[src/rtl/mips_instr_encoder.sv]
`default_nettype none
// ============================================================================
//  Module   : mips_instr_encoder
//  Purpose  : Assembles MIPS instructions from separate fields and writes the
//             32-bit words into an instruction memory, one load session at a
//             time. Illegal class codes are counted and skipped.
//  Ports    : clk, reset          - clock, synchronous active-high reset
//             start, base_addr    - open a session at base_addr (IDLE only)
//             in_valid/in_ready   - field handshake, in_last ends the session
//             op_sel..target      - instruction class code and raw fields
//             mem_we/addr/wdata   - instruction-memory write port
//             done                - one-cycle end-of-session pulse
//             err_illegal/count   - sticky flag and saturating reject count
//             wrapped             - sticky flag: a write hit the top address
//  Revision : 1.0  initial release
// ============================================================================
module mips_instr_encoder #(
    parameter int ADDR_W = 8
) (
    input  logic              clk,
    input  logic              reset,
    input  logic              start,
    input  logic [ADDR_W-1:0] base_addr,
    input  logic              in_valid,
    output logic              in_ready,
    input  logic              in_last,
    input  logic [4:0]        op_sel,
    input  logic [4:0]        rs,
    input  logic [4:0]        rt,
    input  logic [4:0]        rd,
    input  logic [4:0]        shamt,
    input  logic [5:0]        funct,
    input  logic [15:0]       imm,
    input  logic [25:0]       target,
    output logic              mem_we,
    output logic [ADDR_W-1:0] mem_addr,
    output logic [31:0]       mem_wdata,
    output logic              done,
    output logic              err_illegal,
    output logic [7:0]        err_count,
    output logic              wrapped
);

    localparam logic [1:0] c_STATE_IDLE  = 2'd0;
    localparam logic [1:0] c_STATE_LOAD  = 2'd1;
    localparam logic [1:0] c_STATE_WRITE = 2'd2;
    localparam logic [1:0] c_STATE_DONE  = 2'd3;

    localparam logic [ADDR_W-1:0] c_ADDR_ONE = {{(ADDR_W-1){1'b0}}, 1'b1};

    logic [1:0]        r_state;
    logic [ADDR_W-1:0] r_addr;
    logic              r_last;
    logic              r_inReady;
    logic              r_memWe;
    logic [ADDR_W-1:0] r_memAddr;
    logic [31:0]       r_memWdata;
    logic              r_done;
    logic              r_errIllegal;
    logic [7:0]        r_errCount;
    logic              r_wrapped;

    logic [5:0]  w_opcode;
    logic        w_legal;
    logic        w_isR;
    logic        w_isJ;
    logic        w_isJr;
    logic        w_isShift;
    logic        w_isLui;
    logic [4:0]  w_rsF;
    logic [4:0]  w_rtF;
    logic [4:0]  w_rdF;
    logic [4:0]  w_shamtF;
    logic [31:0] w_word;

    // Class code to primary opcode
    always_comb begin
        w_opcode = 6'b000000;
        w_legal  = 1'b1;
        case (op_sel)
            5'd0:    w_opcode = 6'b000000;
            5'd1:    w_opcode = 6'b001000;
            5'd2:    w_opcode = 6'b001001;
            5'd3:    w_opcode = 6'b001100;
            5'd4:    w_opcode = 6'b000100;
            5'd5:    w_opcode = 6'b000101;
            5'd6:    w_opcode = 6'b000010;
            5'd7:    w_opcode = 6'b000011;
            5'd8:    w_opcode = 6'b100100;
            5'd9:    w_opcode = 6'b100101;
            5'd10:   w_opcode = 6'b001111;
            5'd11:   w_opcode = 6'b100011;
            5'd12:   w_opcode = 6'b001101;
            5'd13:   w_opcode = 6'b001010;
            5'd14:   w_opcode = 6'b001011;
            5'd15:   w_opcode = 6'b101000;
            5'd16:   w_opcode = 6'b101001;
            5'd17:   w_opcode = 6'b101011;
            default: w_legal  = 1'b0;
        endcase
    end

    // Field canonicalisation: jr carries only rs, sll/srl carry no rs, and
    // lui has no source register. Unused fields are forced to zero so the
    // written word does not depend on whatever the producer left there.
    assign w_isR     = (op_sel == 5'd0);
    assign w_isJ     = (op_sel == 5'd6) || (op_sel == 5'd7);
    assign w_isJr    = w_isR && (funct == 6'b001000);
    assign w_isShift = w_isR && ((funct == 6'b000000) || (funct == 6'b000010));
    assign w_isLui   = (op_sel == 5'd10);

    assign w_rsF    = (w_isShift || w_isLui) ? 5'd0 : rs;
    assign w_rtF    = w_isJr ? 5'd0 : rt;
    assign w_rdF    = w_isJr ? 5'd0 : rd;
    assign w_shamtF = w_isJr ? 5'd0 : shamt;

    assign w_word = w_isR ? {6'b000000, w_rsF, w_rtF, w_rdF, w_shamtF, funct} :
                    w_isJ ? {w_opcode, target} :
                            {w_opcode, w_rsF, rt, imm};

    always_ff @(posedge clk) begin
        if (reset) begin
            r_state      <= c_STATE_IDLE;
            r_addr       <= '0;
            r_last       <= 1'b0;
            r_inReady    <= 1'b0;
            r_memWe      <= 1'b0;
            r_memAddr    <= '0;
            r_memWdata   <= 32'd0;
            r_done       <= 1'b0;
            r_errIllegal <= 1'b0;
            r_errCount   <= 8'd0;
            r_wrapped    <= 1'b0;
        end else begin
            r_memWe <= 1'b0;
            r_done  <= 1'b0;
            case (r_state)
                c_STATE_IDLE: begin
                    if (start) begin
                        r_state      <= c_STATE_LOAD;
                        r_addr       <= base_addr;
                        r_inReady    <= 1'b1;
                        r_errIllegal <= 1'b0;
                        r_errCount   <= 8'd0;
                        r_wrapped    <= 1'b0;
                    end
                end
                c_STATE_LOAD: begin
                    if (in_valid && r_inReady) begin
                        if (w_legal) begin
                            // Write-port registers are loaded at accept so the
                            // write is presented throughout the WRITE cycle.
                            r_state    <= c_STATE_WRITE;
                            r_inReady  <= 1'b0;
                            r_last     <= in_last;
                            r_memWe    <= 1'b1;
                            r_memAddr  <= r_addr;
                            r_memWdata <= w_word;
                            r_addr     <= r_addr + c_ADDR_ONE;
                        end else begin
                            r_errIllegal <= 1'b1;
                            if (r_errCount != 8'hFF) begin
                                r_errCount <= r_errCount + 8'd1;
                            end
                            if (in_last) begin
                                r_state   <= c_STATE_DONE;
                                r_inReady <= 1'b0;
                                r_done    <= 1'b1;
                            end
                        end
                    end
                end
                c_STATE_WRITE: begin
                    if (&r_memAddr) begin
                        r_wrapped <= 1'b1;
                    end
                    if (r_last) begin
                        r_state <= c_STATE_DONE;
                        r_done  <= 1'b1;
                    end else begin
                        r_state   <= c_STATE_LOAD;
                        r_inReady <= 1'b1;
                    end
                end
                c_STATE_DONE: begin
                    r_state <= c_STATE_IDLE;
                end
                default: begin
                    r_state   <= c_STATE_IDLE;
                    r_inReady <= 1'b0;
                end
            endcase
        end
    end

    assign in_ready    = r_inReady;
    assign mem_we      = r_memWe;
    assign mem_addr    = r_memAddr;
    assign mem_wdata   = r_memWdata;
    assign done        = r_done;
    assign err_illegal = r_errIllegal;
    assign err_count   = r_errCount;
    assign wrapped     = r_wrapped;

endmodule
`default_nettype wire

[config.mk]
export PLATFORM = sky130hd
export DESIGN_NAME = mips_instr_encoder
export DESIGN_NICKNAME = d
export VERILOG_FILES = /design/src/rtl/mips_instr_encoder.sv
export SDC_FILE = /design/constraint.sdc
export NUM_CORES = 1
export LEC_CHECK = 0
export CORE_UTILIZATION = 47
export DETAILED_ROUTE_END_ITERATION = 12
export PLACE_DENSITY = 0.89
export SKIP_CTS_REPAIR_TIMING = 1
export SLEW_MARGIN = 20
export SYNTH_ARGS = -nofsm -noshare
export SYNTH_HDL_FRONTEND = slang
export SYNTH_SLANG_ARGS = --single-unit
[constraint.sdc]
create_clock -name clk -period 4.93 [get_ports clk]
set_input_delay 1.2325 -clock clk [delete_from_list [all_inputs] [get_ports clk]]
set_output_delay 1.2325 -clock clk [all_outputs]
set_load 0.02 [all_outputs]
==> flow_summary.json <==
{
  "status": "finished clean",
  "syn_area_sq_mm": 0.00344,
  "drive_gt1_share_pct": 8.71,
  "hold_slack_ns": 0.465,
  "yosys_warnings": 0,
  "fmax_mhz": 294,
  "clockRootBuffer": "clkbuf_8",
  "die_h_microns": 87.6,
  "avgSynthCellArea_sq_um": 8.61,
  "overflow": 0,
  "critPathSlowestCell": "or3_1",
  "synth.net_count": 493,
  "end_kind": "register",
  "rows": 30,
  "cp.arrival_ns": 3.61,
  "rsz0062_at_grt": "no",
  "synth_ff_type": "dfxtp_1",
  "crit_path_cell_trace": "clkdlybuf4s50_1, or3_4, or3_1, o221a_2, o2bb2ai_1",
  "maxSlewViolCount": 0,
  "critPathKind": "input pin to register",
  "worst_ep_required_time_ns": 5.14,
  "synthTopCellsByArea": "dfxtp_1 (37%), mux2i_1 (6.1%), mux2_2 (5.2%), nand2_1 (4.8%), a21oi_1 (4.4%)",
  "final_common_cell": "clkdlybuf4s50_1",
  "p_leak_nw": 1.72,
  "worst_pin_slew_ns": 0.953,
  "fp.coreArea_sq_mm": 0.00694,
  "finalCoreUtilization_pct": 72.5,
  "synthArstFlopShare_pct": 0,
  "post-route-drc-count": 0,
  "drtIter0Drc": 168,
  "cpPeakStageDelay_ns": 0.69,
  "finalHoldViolCount": 0,
  "initial_core_util_pct": 49.6,
  "max-cap-violations": 0,
  "grt_usage_pct": 27.8,
  "yosysSeqAreaShare_pct": 36.6,
  "firstDrtPassIters": 5,
  "htree_levels": 3,
  "grt_first_pass_wirelength_microns": 16500,
  "synth_edf_count": 0,
  "gp_congestion": 0.838,
  "synth_top_area_share_pct": 36.6,
  "slew_headroom_pct": 36.5,
  "num_io_pins": 139,
  "place_inst": 609,
  "antenna_left": 0,
  "io_buffers": 137,
  "tns_ns": 0,
  "power.density_mw_per_mm2": 327,
  "ys_ff_latch": 63,
  "hp-class": "register to register",
  "ir_worst_vdd_mv": 0.162,
  "fin_crit_ns": 3.40,
  "clock_latency_ns": 0.34,
  "ys_types": 55,
  "skew_ns": 0.0114,
  "finalNetCount": 617,
  "vias_per_cell": 5.79,
  "wire_per_inst_microns": 17.3,
  "die_w_microns": 87.6,
  "dp_hpwl_microns": 7770,
  "grt_max_degree": 48,
  "cts.sinks": 63,
  "path_clk_slew_ns": 0.07,
  "path_max_fanout": 18,
  "wl_microns": 10800,
  "antenna_found_initial": 0,
  "synth.largest_area_cell": "dfxtp_1",
  "finalSetupViolCount": 0,
  "antennaDiodeCount": 0,
  "final_cells": 624,
  "syn2layout_area_growth_pct": 46.1,
  "cts_buffers": 9,
  "final_cell_mix": "clkdlybuf4s50_1 (137), dfxtp_1 (63), nand2_1 (44), a21oi_1 (30), nor2_1 (24)",
  "syn_inst": 400,
  "start_kind": "input pin",
  "clockBufferDepth": 2,
  "grt_pass1_vias": 3476,
  "cts_tree": "done",
  "post-route-period-util_pct": 69.0,
  "vias": 3612,
  "fp.dieArea_sq_mm": 0.00768
}
[metal layers]
| layer | GRT usage, % | wire length (microns) |
|---|---|---|
| met2 | 49.0 | 5490 |
| met5 | 0 | 0 |
| met1 | 33.1 | 4450 |
| met3 | 4.15 | 544 |
| met4 | 13.9 | 287 |
[cell usage after synthesis (all sizes together) (2+ instances only)]
library cell  count
a2111oi           3
a311oi            2
buf              13
nor2             24
and3b             2
or4               2
nor3b             2
mux2             16
nor4              6
nand3             9
ha                7
inv               9
o31a              4
nand2            44
nor2b             7
or3               8
and2              7
a21oi            30
o21ai            17
o31ai             4
o22ai             6
o2bb2ai          11
o32ai             2
o221ai            2
nand4             4
o221a             2
a211oi            4
dfxtp            63
nor3             19
a221oi           11
clkbuf           14
mux2i            21
nand2b            7
o21a              4
and3              2
[final timing paths]
kind         startpoint             to  slack [ns]  cells after the start
max           op_sel[2]  mem_wdata[22]        1.53                      5
min              r_last         r_last        0.47                      2
max reg2reg  r_state[1]   mem_wdata[9]        1.67                      6
min reg2reg      r_last         r_last        0.47                      2
[power breakdown]
part	total (mW)	switching, mW	internal, mW
clock	0.453	0.209	0.244
combinational	0.580	0.328	0.252
sequential	0.612	0.0504	0.562
total	1.65	0.587	1.06
[through the flow]
stage	setup WS, ns	total power [mW]	cell area (sq um)
after floorplan	2.29	0.986	3440
after global placement	1.26	1.17	4840
after detailed placement	1.18	1.19	4840
after CTS	1.53	1.65	5030
after global routing	1.37	1.74	5030
final	1.53	1.65	5030
[critical path: cells and delay by family]
kind,cells,cell delay [ns]
buf+inv,1,0.66
simple gates,2,1.15
compound gates,2,0.57
[state kept, by name (all words and copies together), names as in the netlist]
signal       count
mem_we           1
mem_wdata       31
r_state          2
mem_addr         8
err_count        8
done             1
wrapped          1
r_addr           8
r_last           1
err_illegal      1
in_ready         1
[kinds of logic after synthesis]
kind of cell,after synthesis,synth area share [%]
and+or+nand+nor,146,21.4
adders and majority gates,7,2.54
AOI/OAI and AO/OA,109,23.1
DFF,63,36.6
xor gates and xnor gates,1,0.254
other,1,0.109
buffers and inverters,36,4.69
muxes,37,11.3
[cell type report]
class / count / area (sq um)
Inverter: 9 / 33.8
Clock inverter: 5 / 58.8
Tap cell: 96 / 120
Sequential cell: 63 / 1260
Clock buffer: 10 / 138
Multi-Input combinational cell: 301 / 2030
Fill cell: 511 / 1910
Timing Repair Buffer: 140 / 1390
Power figures use the tool's default switching activity.
